--- src/rtl/recv_b_pkg.sv ---
// recv_b_pkg: shared state encoding, error bit positions and bit-timing helper for recv_b
package recv_b_pkg;
   typedef enum logic [2:0] {IDLE, START, DATA, PARITY, STOP} state_t;
   localparam int ERR_FRM = 0;
   localparam int ERR_PAR = 1;
   localparam int ERR_OVR = 2;
   function automatic int mid_cnt(input int cpb);
      return cpb / 2 - 1;
   endfunction
endpackage

--- src/rtl/sync_bit.sv ---
// sync_bit: multi-flop synchronizer for a single asynchronous input with a selectable reset value
module sync_bit #(
   parameter int   STAGES  = 2,
   parameter logic RST_VAL = 1'b1
) (
   input  logic clk,
   input  logic rst_n,
   input  logic d,
   output logic q
);
   logic [STAGES-1:0] ff;
   always_ff @(posedge clk or negedge rst_n)
      if (!rst_n) ff <= {STAGES{RST_VAL}};
      else ff <= {ff[STAGES-2:0], d};
   assign q = ff[STAGES-1];
endmodule

--- src/rtl/recv_b.sv ---
// recv_b: asynchronous serial byte receiver with optional even parity and a one-entry valid/ready holding register
module recv_b
   import recv_b_pkg::*;
#(
   parameter int CLKS_PER_BIT = 16,
   parameter bit PARITY_EN    = 1'b1,
   parameter int SYNC_STAGES  = 2
) (
   input  logic       clk,
   input  logic       rst_n,
   input  logic       recv_b_in1,
   input  logic       recv_b_in2,
   input  logic       recv_b_rdy,
   output logic [7:0] recv_b_out1,
   output logic       recv_b_out2,
   output logic [2:0] recv_b_err
);
   localparam int CW = $clog2(CLKS_PER_BIT);
   localparam logic [CW-1:0] LAST = CW'(CLKS_PER_BIT - 1);
   localparam logic [CW-1:0] MID  = CW'(mid_cnt(CLKS_PER_BIT));
   state_t state, state_n;
   logic [CW-1:0] cnt, cnt_n;
   logic [2:0] idx, idx_n, err_n;
   logic [7:0] shreg, shreg_n;
   logic par_bad, par_bad_n, brk, brk_n, line, last, load, full;
   sync_bit #(.STAGES(SYNC_STAGES), .RST_VAL(1'b1)) u_sync (
      .clk  (clk),
      .rst_n(rst_n),
      .d    (recv_b_in1),
      .q    (line)
   );
   assign last = cnt == LAST;
   assign full = recv_b_out2 && !recv_b_rdy;
   // brk blocks a new start after a framing error until the line has gone back high
   always_comb begin
      state_n   = state;
      cnt_n     = last ? '0 : cnt + 1'b1;
      idx_n     = idx;
      shreg_n   = shreg;
      par_bad_n = par_bad;
      brk_n     = brk & ~line;
      err_n     = '0;
      load      = 1'b0;
      case (state)
         IDLE: begin
            cnt_n = '0;
            if (recv_b_in2 && !line && !brk) state_n = START;
         end
         START: if (cnt == MID) begin
            state_n   = line ? IDLE : DATA;
            cnt_n     = '0;
            idx_n     = '0;
            par_bad_n = 1'b0;
         end
         DATA: if (last) begin
            shreg_n[idx] = line;
            idx_n        = idx + 1'b1;
            if (idx == 3'd7) state_n = PARITY_EN ? PARITY : STOP;
         end
         PARITY: if (last) begin
            par_bad_n = line ^ (^shreg);
            state_n   = STOP;
         end
         STOP: if (last) begin
            state_n        = IDLE;
            brk_n          = !line;
            err_n[ERR_FRM] = !line;
            err_n[ERR_PAR] = line && par_bad;
            err_n[ERR_OVR] = line && !par_bad && full;
            load           = line && !par_bad && !full;
         end
         default: state_n = IDLE;
      endcase
      if (!recv_b_in2) begin
         state_n = IDLE;
         cnt_n   = '0;
         err_n   = '0;
         load    = 1'b0;
      end
   end
   always_ff @(posedge clk or negedge rst_n)
      if (!rst_n) begin
         state       <= IDLE;
         cnt         <= '0;
         idx         <= '0;
         shreg       <= '0;
         par_bad     <= 1'b0;
         brk         <= 1'b0;
         recv_b_out1 <= '0;
         recv_b_out2 <= 1'b0;
         recv_b_err  <= '0;
      end else begin
         state      <= state_n;
         cnt        <= cnt_n;
         idx        <= idx_n;
         shreg      <= shreg_n;
         par_bad    <= par_bad_n;
         brk        <= brk_n;
         recv_b_err <= err_n;
         if (load) begin
            recv_b_out1 <= shreg;
            recv_b_out2 <= 1'b1;
         end else if (recv_b_out2 && recv_b_rdy) recv_b_out2 <= 1'b0;
      end
endmodule

--- config.mk ---
export PLATFORM = sky130hd
export DESIGN_NAME = recv_b
export DESIGN_NICKNAME = d
export VERILOG_FILES = /design/src/rtl/recv_b_pkg.sv /design/src/rtl/sync_bit.sv /design/src/rtl/recv_b.sv
export SDC_FILE = /design/constraint.sdc
export NUM_CORES = 1
export LEC_CHECK = 0
export ABC_AREA = 0
export BUFFER_PORTS_ARGS = -buffer_cell sky130_fd_sc_hd__buf_2
export CAP_MARGIN = 0
export CORE_ASPECT_RATIO = 1.2
export CORE_MARGIN = 1.5
export CORE_UTILIZATION = 51
export DETAILED_ROUTE_END_ITERATION = 12
export PLACE_DENSITY = 0.78
export SYNTH_ARGS = -nofsm -noshare
export SYNTH_HDL_FRONTEND = slang
export SYNTH_SLANG_ARGS = --single-unit
--- constraint.sdc ---
create_clock -name clk -period 2.5 [get_ports clk]
set_input_delay 0.125 -clock clk [delete_from_list [all_inputs] [get_ports clk]]
set_output_delay 0.125 -clock clk [all_outputs]
set_load 0.01 [all_outputs]
==> results.txt <==
Status -> completed
WL final -> 2.648 mm
Post-synth EDFFs -> 0
Max Cap Viol -> 0
Routability cong. -> 0.9210
Root buffer cell -> clkbuf_4
Final Skew -> 13.78 ps
Syn Inst Count -> 133
Pwr per Cell Area -> 509.2 nW/um2
CTS tree -> built
Final Critical Period -> 1997 ps
Starting Density -> 53.14%
Router iterations before antenna repair -> 6
Worst-path clk slew -> 80 ps
Share of the synthesized area in the top cell type -> 49.77%
Required time of the worst setup path -> 2700 ps
Final setup TNS -> 0 ps
Post-CTS Resized -> 0
Sequential area share after synthesis -> 53.03%
Final setup fails -> 0
Cell variety after synth -> 40
Tightest Pin Transition -> 713.4 ps
CTS Buffer Depth -> 2
CP Launch Type -> flip-flop
Die Height -> 64.53 um
Syn_nets -> 141
Std-Cell Rows -> 22
Setup crit end kind -> flip-flop
Max Fclk -> 500.7 MHz
Final Cycle Share -> 79.89%
Drc violations -> 0
Vias in the first global route -> 1053
Top-count cell post-synth -> dfrtp_1
Grt total ovfl -> 0
Die width -> 54.28 um
Syn_area_per_cell -> 12.10 um2
Clk_lat worst skew -> 320 ps
Final Slew Violations -> 0
Initial drt markers -> 31
Pre-CTS WS -> 528.0 ps
Drt wl/cell -> 14.31 um
Clk sink count -> 34
# IOs -> 17
Crit path arrival time -> 2200 ps
Setup repair after global routing missed its margin -> false
Worst Hold Class -> input pin to flip-flop
DP Wirelength -> 1.840 mm
Synth Warn # -> 0
DR vias -> 1069
Die area -> 3502 um2
Ys async rst share -> 100.0%
Mapped Area -> 1609 um2
Largest area contributor in the netlist -> dfrtp_1
Setup ws final -> 502.8 ps
Antenna Violating Nets Remaining -> 0
Ys flop type -> dfrtp_1
Layout Cell Area excl Fill -> 1762 um2
Leak -> 0.8607 nW
Dpl cell area -> 1683 um2
Final hold violations -> 0
Largest net degree at the start of global routing -> 35
Maximum VDD drop -> 0.3891 mV
CTS buffer count -> 5
Std-Cell Core Area -> 3028 um2
Initial antenna violation count -> 0
Yosys reg bits -> 34
Most frequent cells after synthesis -> dfrtp_1, mux2_2, a21oi_1, nor2_1, xnor2_1
Input/output buffers -> 16
All-layer global routing usage -> 17.64%
Fillers -> 263
Fraction of layout cells with a size suffix above 1 -> 29.53%
Routed vias/inst -> 5.778
Nets -> 156
Area grow syn2layout -> 9.487%
CP max FO -> 8
Htree depth -> 2
Global-route wire length before repair -> 4.498 mm
Top cells by area, synth -> dfrtp_1, mux2_2, dfstp_2
ANT cells -> 0
Max-slew headroom -> 52.44%
Setup Crit Path Kind -> flip-flop to flip-flop
## placed cells by master (no fill, tap or decap), drive strengths merged, types with 2 or more instances in the layout
master       Yosys  routed
a211oi           2       2
a21oi            6       6
a22o             2       2
and3             2       2
buf              7      16
clkbuf           3       8
dfrtp           32      32
dfstp            2       2
dlygate4sd3      0       2
ha               3       3
inv              4       4
mux2            16      16
nand2            5       5
nand2b           2       2
nand3            4       4
nand3b           2       2
nand4            2       2
nand4b           4       4
nor2             6       6
nor3             5       5
nor3b            2       2
nor4b            2       2
o21ai            2       2
xnor2            6       6
## cell families after synthesis
group | after synthesis | share of synthesized area [%]
buffers and inverters | 14 | 4.120
multiplexers | 16 | 11.20
XOR/XNOR | 8 | 5.210
flip-flops | 34 | 53.03
adder cells (fa/ha/maj) | 3 | 2.333
AND/OR/NAND/NOR | 40 | 16.72
AO/OA/AOI/OAI | 18 | 7.388
## registers in the layout (all words and copies together) (netlist names)
| signal | cells |
|---|---|
| recv_b_out2 | 1 |
| par_bad | 1 |
| recv_b_err | 3 |
| shreg | 8 |
| cnt | 4 |
| state | 3 |
| brk | 1 |
| u_sync.ff | 2 |
| recv_b_out1 | 8 |
| idx | 3 |
## critical path, cell delays in order (launching register included)
cell and delay, ps:
dfrtp_1 400, ha_1 290, and3_1 360, nand3_2 170, nor4b_2 310, mux2_2 360
## through the flow
| stage | power, mW | utilization [%] | hold WS, ps | cells |
|---|---|---|---|---|
| floorplan | 0.5877 | - | -170.6 | 133 |
| global route | 0.9396 | 58.18 | 96.65 | 185 |
| CTS | 0.9100 | 58.18 | 93.78 | 185 |
| finish | 0.8970 | 58.18 | 109.9 | 185 |
| global placement | 0.6032 | 55.58 | 217.5 | 175 |
| detailed placement | 0.6056 | 55.58 | 223.1 | 175 |
## layout make-up
type	count	area, um2	share of cell area, %
Multi-Input combinational cell	85	689.4	39.13
Inverter	4	15.01	0.8523
Sequential cell	34	853.3	48.44
Timing Repair Buffer	18	100.1	5.682
Tap cell	36	45.04	2.557
Clock buffer	8	58.81	3.338
## final timing paths
path | startpoint | end | slack [ps] | depth (start not counted)
max | cnt[0] | shreg[1] | 500 | 5
min | recv_b_in2 | state[2] | 110 | 2
max reg2reg | cnt[0] | shreg[1] | 500 | 5
min reg2reg | u_sync.ff[0] | u_sync.ff[1] | 360 | 0
max in group asynchronous | rst_n | cnt[2] | 1660 | 2
min in group asynchronous | rst_n | shreg[5] | 370 | 2
## repair_timing
item / CTS / global route
hold buffers: 2 / 0
setup buffers: 0 / 0
endpoints found under the hold margin: 33 / 0
## routing by layer
metal / track usage [%] / wire length, um
met1: 22.07 / 1219
met3: 5.760 / 109
met4: 7.187 / 10
met5: 0 / 0
met2: 27.56 / 1309
## power by group
part | internal [mW] | leakage, nW | switching (mW)
Combinational | 0.0127 | 0.361 | 0.0197
Clock | 0.139 | 0.0326 | 0.162
Sequential | 0.555 | 0.467 | 0.00895
Power figures use the tool's default switching activity.
